## src/rtl/ws2812_encoder_if.sv

```systemverilog
// ---------------------------------------------------------------------------
// ws2812_encoder_if
// Pixel stream handshake between the frame buffer reader (master) and the
// WS2812 encoder (slave).
//   i_pixel  [23:0]  GRB pixel word, bit 23 transmitted first
//   i_last           final pixel of a frame, qualified by i_valid
//   i_valid          pixel available
//   o_ready          encoder accepts a pixel this cycle
// ---------------------------------------------------------------------------
interface ws2812_encoder_if;
   logic [23:0] i_pixel;
   logic        i_last;
   logic        i_valid;
   logic        o_ready;

   modport master (output i_pixel, output i_last, output i_valid, input o_ready);
   modport slave  (input i_pixel, input i_last, input i_valid, output o_ready);
endinterface

```

## src/rtl/ws2812_encoder.sv

```systemverilog
// ---------------------------------------------------------------------------
// ws2812_encoder
// Serialises 24-bit GRB pixels MSB-first onto the WS2812 single-wire line as
// timed high/low pulses, and appends the latch low period after the last
// pixel of a frame.
// Ports:
//   i_clk       clock
//   i_reset     synchronous, active-high reset
//   bus         ws2812_encoder_if.slave (i_pixel, i_last, i_valid, o_ready)
//   o_dout      registered serial line to the LEDs
//   o_busy      encoder is not idle
//   o_underrun  one-cycle pulse when a non-last pixel ends with no successor
// Optional feature macro: ENCODER_UNDERRUN_EN
//   defined   : underrun pulses o_underrun and forces a latch (RESET) period
//   undefined : o_underrun tied 0, underrun returns straight to IDLE
// ---------------------------------------------------------------------------
module ws2812_encoder #(
   parameter int T0H_CYCLES    = 20,
   parameter int T0L_CYCLES    = 42,
   parameter int T1H_CYCLES    = 40,
   parameter int T1L_CYCLES    = 22,
   parameter int TRESET_CYCLES = 3000,
   parameter int CNT_WIDTH     = 12
) (
   input  logic               i_clk,
   input  logic               i_reset,
   ws2812_encoder_if.slave    bus,
   output logic               o_dout,
   output logic               o_busy,
   output logic               o_underrun
);

   typedef enum logic [1:0] {S_IDLE, S_HIGH, S_LOW, S_RESET} state_t;

   state_t               r_state, w_state_nxt;
   logic [CNT_WIDTH-1:0] r_cnt, w_cnt_nxt;
   logic [4:0]           r_idx, w_idx_nxt;
   logic [23:0]          r_shift, w_shift_nxt;
   logic                 r_last, w_last_nxt;
   logic                 r_dout;
   logic                 w_ready;
`ifdef ENCODER_UNDERRUN_EN
   logic                 w_underrun;
`endif

   // Phase lengths are loaded as count-1 so the phase ends on the cycle the
   // counter reads zero.
   function automatic logic [CNT_WIDTH-1:0] high_len(input logic b);
      return b ? CNT_WIDTH'(T1H_CYCLES - 1) : CNT_WIDTH'(T0H_CYCLES - 1);
   endfunction

   function automatic logic [CNT_WIDTH-1:0] low_len(input logic b);
      return b ? CNT_WIDTH'(T1L_CYCLES - 1) : CNT_WIDTH'(T0L_CYCLES - 1);
   endfunction

   always_comb begin
      w_state_nxt = r_state;
      w_cnt_nxt   = r_cnt;
      w_idx_nxt   = r_idx;
      w_shift_nxt = r_shift;
      w_last_nxt  = r_last;
      w_ready     = 1'b0;
`ifdef ENCODER_UNDERRUN_EN
      w_underrun  = 1'b0;
`endif
      case (r_state)
         S_IDLE: begin
            w_ready = 1'b1;
            if (bus.i_valid) begin
               w_state_nxt = S_HIGH;
               w_shift_nxt = bus.i_pixel;
               w_last_nxt  = bus.i_last;
               w_idx_nxt   = 5'd23;
               w_cnt_nxt   = high_len(bus.i_pixel[23]);
            end
         end
         S_HIGH: begin
            if (r_cnt == '0) begin
               w_state_nxt = S_LOW;
               w_cnt_nxt   = low_len(r_shift[23]);
            end else begin
               w_cnt_nxt = r_cnt - 1'b1;
            end
         end
         S_LOW: begin
            if (r_cnt != '0) begin
               w_cnt_nxt = r_cnt - 1'b1;
            end else if (r_idx != 5'd0) begin
               // Next bit of the same pixel: its value is at [22] before the shift.
               w_state_nxt = S_HIGH;
               w_shift_nxt = {r_shift[22:0], 1'b0};
               w_idx_nxt   = r_idx - 5'd1;
               w_cnt_nxt   = high_len(r_shift[22]);
            end else if (r_last) begin
               w_state_nxt = S_RESET;
               w_cnt_nxt   = CNT_WIDTH'(TRESET_CYCLES - 1);
            end else begin
               // Final cycle of a non-last pixel: the successor must be taken
               // now to keep the bit stream gap-free.
               w_ready = 1'b1;
               if (bus.i_valid) begin
                  w_state_nxt = S_HIGH;
                  w_shift_nxt = bus.i_pixel;
                  w_last_nxt  = bus.i_last;
                  w_idx_nxt   = 5'd23;
                  w_cnt_nxt   = high_len(bus.i_pixel[23]);
               end else begin
`ifdef ENCODER_UNDERRUN_EN
                  w_underrun  = 1'b1;
                  w_state_nxt = S_RESET;
                  w_cnt_nxt   = CNT_WIDTH'(TRESET_CYCLES - 1);
`else
                  w_state_nxt = S_IDLE;
`endif
               end
            end
         end
         S_RESET: begin
            if (r_cnt == '0) begin
               w_state_nxt = S_IDLE;
            end else begin
               w_cnt_nxt = r_cnt - 1'b1;
            end
         end
         default: w_state_nxt = S_IDLE;
      endcase
   end

   // The line is registered from the next state so o_dout rises on the first
   // cycle of HIGH, one cycle after the accepting edge.
   always_ff @(posedge i_clk) begin
      if (i_reset) begin
         r_state <= S_IDLE;
         r_dout  <= 1'b0;
      end else begin
         r_state <= w_state_nxt;
         r_dout  <= (w_state_nxt == S_HIGH);
      end
      r_cnt   <= w_cnt_nxt;
      r_idx   <= w_idx_nxt;
      r_shift <= w_shift_nxt;
      r_last  <= w_last_nxt;
   end

   assign bus.o_ready = w_ready & ~i_reset;
   assign o_dout      = r_dout;
   assign o_busy      = (r_state != S_IDLE);
`ifdef ENCODER_UNDERRUN_EN
   assign o_underrun  = w_underrun & ~i_reset;
`else
   assign o_underrun  = 1'b0;
`endif

endmodule

```

## src/flat_wrapper.sv

```systemverilog
// flat-port wrapper written by rule: the top's interface ports become plain ports
module ws2812_encoder_flat 
#(
   parameter int T0H_CYCLES    = 20,
   parameter int T0L_CYCLES    = 42,
   parameter int T1H_CYCLES    = 40,
   parameter int T1L_CYCLES    = 22,
   parameter int TRESET_CYCLES = 3000,
   parameter int CNT_WIDTH     = 12
)
  (i_clk, i_reset, o_dout, o_busy, o_underrun, bus_i_pixel, bus_i_last, bus_i_valid, bus_o_ready);
  ws2812_encoder_if bus_i ();
  input  logic i_clk;
  input  logic i_reset;
  output logic o_dout;
  output logic o_busy;
  output logic o_underrun;
  input wire logic [$bits(bus_i.i_pixel)-1:0] bus_i_pixel;
  input wire logic [$bits(bus_i.i_last)-1:0] bus_i_last;
  input wire logic [$bits(bus_i.i_valid)-1:0] bus_i_valid;
  output wire logic [$bits(bus_i.o_ready)-1:0] bus_o_ready;
  assign bus_i.i_pixel = bus_i_pixel;
  assign bus_i.i_last = bus_i_last;
  assign bus_i.i_valid = bus_i_valid;
  assign bus_o_ready = bus_i.o_ready;
  ws2812_encoder #(.T0H_CYCLES(T0H_CYCLES), .T0L_CYCLES(T0L_CYCLES), .T1H_CYCLES(T1H_CYCLES), .T1L_CYCLES(T1L_CYCLES), .TRESET_CYCLES(TRESET_CYCLES), .CNT_WIDTH(CNT_WIDTH)) u_core (.i_clk(i_clk), .i_reset(i_reset), .bus(bus_i), .o_dout(o_dout), .o_busy(o_busy), .o_underrun(o_underrun));
endmodule
```

## config.mk

```make
export PLATFORM = sky130hd
export DESIGN_NAME = ws2812_encoder_flat
export DESIGN_NICKNAME = d
export VERILOG_FILES = /design/src/rtl/ws2812_encoder_if.sv /design/src/rtl/ws2812_encoder.sv /design/src/flat_wrapper.sv
export SDC_FILE = /design/constraint.sdc
export NUM_CORES = 1
export LEC_CHECK = 0
export ABC_AREA = 1
export BUFFER_PORTS_ARGS = -buffer_cell sky130_fd_sc_hd__buf_2
export CAP_MARGIN = 20
export CELL_PAD_IN_SITES_DETAIL_PLACEMENT = 0
export CELL_PAD_IN_SITES_GLOBAL_PLACEMENT = 1
export CORE_ASPECT_RATIO = 0.8
export CORE_MARGIN = 5
export CORE_UTILIZATION = 40
export CTS_BUF_LIST = sky130_fd_sc_hd__clkbuf_4
export DETAILED_ROUTE_END_ITERATION = 8
export GPL_TIMING_DRIVEN = 0
export PLACE_DENSITY = 0.74
export SYNTH_ARGS = -nofsm -noshare
export SYNTH_HDL_FRONTEND = slang
export SYNTH_SLANG_ARGS = --single-unit
```

## constraint.sdc

```tcl
create_clock -name i_clk -period 7.2 [get_ports i_clk]
set_clock_uncertainty 0.05 [all_clocks]
set_input_delay 0.72 -clock i_clk [delete_from_list [all_inputs] [get_ports i_clk]]
set_output_delay 0.72 -clock i_clk [all_outputs]
set_load 0.005 [all_outputs]
```

Word-level counts from Yosys, hierarchy flattened
Cells that the tools add are included.
Word-level totals
  register bits after elaboration: 45
  input bits: 28
  output and inout bits: 4
  logic and storage cells: 65
Cells by class
  add/subtract/negate cells: 2
  eq/ne operators: 9
  mux-type cells: 38
  bitwise gates (word level): 2
  reductions and logical operators: 8
Operators by type and width (number)
  24-bit 2-to-1 mux: 4
  12-bit 2-to-1 mux: 6
  12-bit case mux with 4 select lines: 1
  24-bit case mux with 2 select lines: 1
  5-bit 2-to-1 mux: 4
  6-bit 2-to-1 mux: 3
  12-bit zero test: 1
  2-bit 2-to-1 mux: 6
  12-bit nonzero test: 1
  12-bit by 1-bit subtractor with 12-bit output (second input constant): 1
  5-bit case mux with 2 select lines: 1
  1-bit 2-to-1 mux: 9
  2-bit != test (second input constant): 4
  2-bit case mux with 4 select lines: 1
  5-bit nonzero test: 1
  5-bit by 1-bit subtractor with 5-bit output (second input constant): 1
  2-bit by 1-bit == test with 1-bit output (second input constant): 2
  2-bit == test (second input constant): 2
  1-bit case mux with 2 select lines: 2
  4-bit AND reduction: 1
  2-bit nonzero test: 2
  3-bit != test (second input constant): 1
  3-bit AND reduction: 1
  2-bit zero test: 1
  2 further kinds: 2

Longest topological paths before layout
  word-level depth: 6
  mapped depth: 10
  gate-level depth less buffers: 10

Least setup slack after synthesis
Ideal clock, no wire load.
  path type: register to register
  start point: register u_core.r_cnt[0]
  end point: register u_core.r_idx[0] (enable)
  library setup time: 415 ps
  data arrival time: 2439 ps
  data required time: 6735 ps
  slack: 4296 ps
  cell stages (with the launch flop): 9
  path buffers: 0
  period minus slack after synthesis: 2904 ps
  path through: edfxtp_1 > inv_1 > ha_1 > nand2_1 > nor2_2 > nand2_4 > nand2_2 > nand2_1 > nor2_1
Between the ends
  word-level cells in the longest chain between the ends: 3
Ends and longest elaborated chain
  start: declaration: line ws2812_encoder.sv:36  | logic [CNT_WIDTH-1:0] r_cnt, w_cnt_nxt;
  start signal: assignment: line ws2812_encoder.sv:139  | r_cnt <= w_cnt_nxt;
  12-bit nonzero test: line ws2812_encoder.sv:86  | if (r_cnt != '0) begin
  2-bit != test (no line)
  3-bit AND reduction (no line)
  end signal: assignment: line ws2812_encoder.sv:140  | r_idx <= w_idx_nxt;
  end: declaration: line ws2812_encoder.sv:37  | logic [4:0] r_idx, w_idx_nxt;
No other way between the ends.
A chain may end at the register's enable or synchronous reset.

Worst setup path after layout
  start point: register u_core.r_idx[0]
  end point: output port bus_o_ready
Between the ends
  word-level cells in the longest chain between the ends: 5
Ends and longest elaborated chain
  5-bit nonzero test: line ws2812_encoder.sv:88  | end else if (r_idx != 5'd0) begin
  1-bit 2-to-1 mux: line ws2812_encoder.sv:88
  1-bit 2-to-1 mux: line ws2812_encoder.sv:86
  1-bit case mux with 2 select lines: line ws2812_encoder.sv:66  | case (r_state)
  1-bit AND: line ws2812_encoder.sv:145  | assign bus.o_ready = w_ready & ~i_reset;
  end: declaration: line flat_wrapper.sv:21  | output wire logic [$bits(bus_i.o_ready)-1:0] bus_o_ready;
No other way between the ends.

==> flow_metrics.env <==
export IMPL_grt_use_met2_pct=25.11
export IMPL_clockBufferDepth=2
export IMPL_ys_warn_count=0
export IMPL_setup_tns_ns=0
export IMPL_cp_num_buf_inv=3
export IMPL_busiest_layer="met1"
export IMPL_cts_num_sinks=45
export IMPL_core_rowCount=28
export IMPL_drc_errors=0
export IMPL_min_path_cells=4
export IMPL_cts_buffers=5
export IMPL_ys_types=38
export IMPL_htree_levels=2
export IMPL_firstDrtPassIters=5
export IMPL_viasPerCell=5.019
export IMPL_place_area_um2=3357
export IMPL_synth_top_flop_cell="edfxtp_1"
export IMPL_synthArstFlopShare_pct=0
export IMPL_slowest_stage="edfxtp_1"
export IMPL_fin_hold_ws_ns=0.5504
export IMPL_ys_ff_latch=45
export IMPL_portBuffers=30
export IMPL_period_share_pct=39.82
export IMPL_dp_hpwl_um=5563
export IMPL_drtIter0Drc=175
export IMPL_worstSetupEndpointType="output pin"
export IMPL_power_density_nw_per_um2=213.8
export IMPL_vias=2595
export IMPL_post_cts_buffers=0
export IMPL_diodes=0
export IMPL_slowest_delay_ns=0.46
export IMPL_grt_overflow_total=0
export IMPL_path_cells="inv_1 > ha_1 > inv_1 > nor2_1 > nand2_1 > nor2_1 > nand3_1 > a21oi_1 > buf_2"
export IMPL_cts_hold_buffers=0
export IMPL_post_route_util_pct=46.18
export IMPL_die_w_um=107.9
export IMPL_worstSetupPathType="reg -> out"
export IMPL_r2r_start="u_core.r_cnt[0]$_DFFE_PP_"
export IMPL_crit_required_ns=6.43
export IMPL_hold_viol=0
export IMPL_postCtsResizedCells=0
export IMPL_syn_avg_cell_area_um2=8.181
export IMPL_power_leakage_uw=0.001587
export IMPL_antenna_found_initial=0
export IMPL_clock_root_buffer="clkbuf_4"
export IMPL_core_area_um2=7427
export IMPL_design_area_um2=3430
export IMPL_syn_area_um2=3068
export IMPL_rsz0062_at_grt="false"
export IMPL_layout_commonest_cell="nand2_1"
export IMPL_setup_viol=0
export IMPL_grt_pass1_wl_um=12540
export IMPL_crit_arrival_ns=2.10
export IMPL_fin_total_pwr_uw=733.3
export IMPL_critical_path_top_delay_family="simple AND/OR/NAND/NOR gates"
export IMPL_final_nets=444
export IMPL_synth_edf_count=42
export IMPL_wl_per_cell_um=14.74
export IMPL_maxSlewViolCount=0
export IMPL_peakVddDrop_mv=0.08427
export IMPL_drv_cap=0
export IMPL_maxSlewHeadroom_pct=44.29
export IMPL_start_kind="register"
export IMPL_min_from="i_reset"
export IMPL_worst_slew_pin_slew_ns=0.8337
export IMPL_cts_tree="built"
export IMPL_finalCriticalPeriod_ns=2.867
export IMPL_clk_latency_ns=0.37
export IMPL_die_area_um2=9532
export IMPL_gp_congestion=0.8254
export IMPL_die_h_um=88.33
export IMPL_fmax_ghz=0.3488
export IMPL_worstHoldPathType="in -> reg"
export IMPL_drive_gt1_share_pct=20.15
export IMPL_r2r_end="u_core.r_shift[7]$_DFFE_PP_"
export IMPL_drt_total_wl_um=7618
export IMPL_reg2reg_slack_ns=4.70
export IMPL_design_portCount=32
export IMPL_grt_pass1_vias=2522
export IMPL_reg2reg_depth=8
export IMPL_synth_cells=375
export IMPL_cts_clk_slew_worst_paths_ns=0.14
export IMPL_gr_usage_met3_pct=2.772
export IMPL_use_met1_pct=25.54
export IMPL_grt_max_degree=30
export IMPL_final_cell_mix="nand2_1, inv_1, edfxtp_1"
export IMPL_ys_seq_area_share_pct=43.07
export IMPL_ant_nets=0
export IMPL_cp_max_fo=7
export IMPL_initial_core_util_pct=41.31
export IMPL_syn_nets=407
export IMPL_min_to="u_core.r_state[1]$_SDFF_PP0_"
export IMPL_area_growth_pct=11.79
export IMPL_grt_total_usage_pct=16.88
export IMPL_status="finished clean"
report_power, final:
group / switching (uW) / internal (uW) / total, uW
combinational: 135 / 74.2 / 209
clock: 88.8 / 70.9 / 160
sequential: 30.9 / 334 / 364
through the flow:
| stage | setup slack (ns) | std cells |
|---|---|---|
| finish | 4.333 | 517 |
| CTS | 4.318 | 517 |
| floorplan | 4.296 | 375 |
| global placement | 3.453 | 510 |
| global route | 4.084 | 517 |
| detailed placement | 4.690 | 510 |
cells in the mapped netlist, types with 2 or more instances:
cell	n	share of area, %
o211ai_2	17	6.9
a31oi_1	2	0.41
xnor2_1	2	0.57
inv_2	4	0.49
a22oi_1	2	0.49
nor2_1	24	2.9
xor2_1	7	2.0
buf_6	3	1.1
nor2_4	2	0.73
ha_1	4	1.6
nor3_1	2	0.33
o211ai_1	3	0.73
or2_2	2	0.41
edfxtp_1	42	41
nand3_1	31	5.1
o21ai_1	25	4.1
o21ai_0	11	1.8
inv_1	53	6.5
nand2_2	3	0.61
nand2_1	93	11
nand2_4	2	0.73
clkbuf_1	6	0.73
nand4_1	10	2.0
nor2_2	6	1.2
dfxtp_1	3	2.0
a21oi_1	4	0.65
layer usage:
metal / up-vias / share of wire, %
li1: 1339 / -
met1: 1184 / 53
met2: 63 / 41
met3: 9 / 4.9
met4: 0 / 1.1
met5: - / 0
worst reg2reg max path: stages, from the launching register on:
cell	delay [ns]
edfxtp_1	0.46
inv_1	0.20
ha_1	0.22
nand2_1	0.07
nor2_2	0.14
nand2_4	0.11
nand2_2	0.14
nand2_1	0.10
nor2_4	0.64
worst max-delay path by stage:
stage | cells after the start | endpoint | slack [ns] | start
floorplan | 8 | u_core.r_idx[0]$_DFFE_PP_ | 4.30 | u_core.r_cnt[0]$_DFFE_PP_
global placement | 8 | u_core.r_shift[12]$_DFFE_PP_ | 3.45 | u_core.r_cnt[0]$_DFFE_PP_
detailed placement | 8 | u_core.r_shift[17]$_DFFE_PP_ | 4.69 | u_core.r_cnt[0]$_DFFE_PP_
CTS | 9 | bus_o_ready | 4.32 | u_core.r_idx[0]$_DFFE_PP_
global route | 9 | bus_o_ready | 4.08 | u_core.r_idx[0]$_DFFE_PP_
finish | 9 | bus_o_ready | 4.33 | u_core.r_idx[0]$_DFFE_PP_
final cells by class:
class,count,area [um2]
multi-input cells,260,1459
fillers,786,3998
flip-flops and latches,45,1321
repair buffers,30,150.1
inverters,58,222.7
plain buffers,12,72.57
well taps,105,131.4
clock inverters,2,35.03
clock buffers,5,37.54
state kept, by name (all words and copies together), names as in the netlist:
name	cells
u_core.r_shift	24
u_core.r_state	2
u_core.o_dout	1
u_core.r_last	1
u_core.r_idx	5
u_core.r_cnt	12
kinds of logic (layout without fill, tap and decap cells):
| kind of cell | count (synthesis) | count (layout) | synth area share, % |
|---|---|---|---|
| AO/OA/AOI/OAI | 67 | 67 | 15.78 |
| XOR/XNOR | 9 | 9 | 2.569 |
| adder cells (fa/ha/maj) | 4 | 4 | 1.631 |
| buffers and inverters | 70 | 107 | 9.624 |
| flip-flops | 45 | 45 | 43.07 |
| other | 1 | 1 | 0.1222 |
| AND/OR/NAND/NOR | 179 | 179 | 27.20 |
Note: power is estimated with default switching activity, not from simulation.
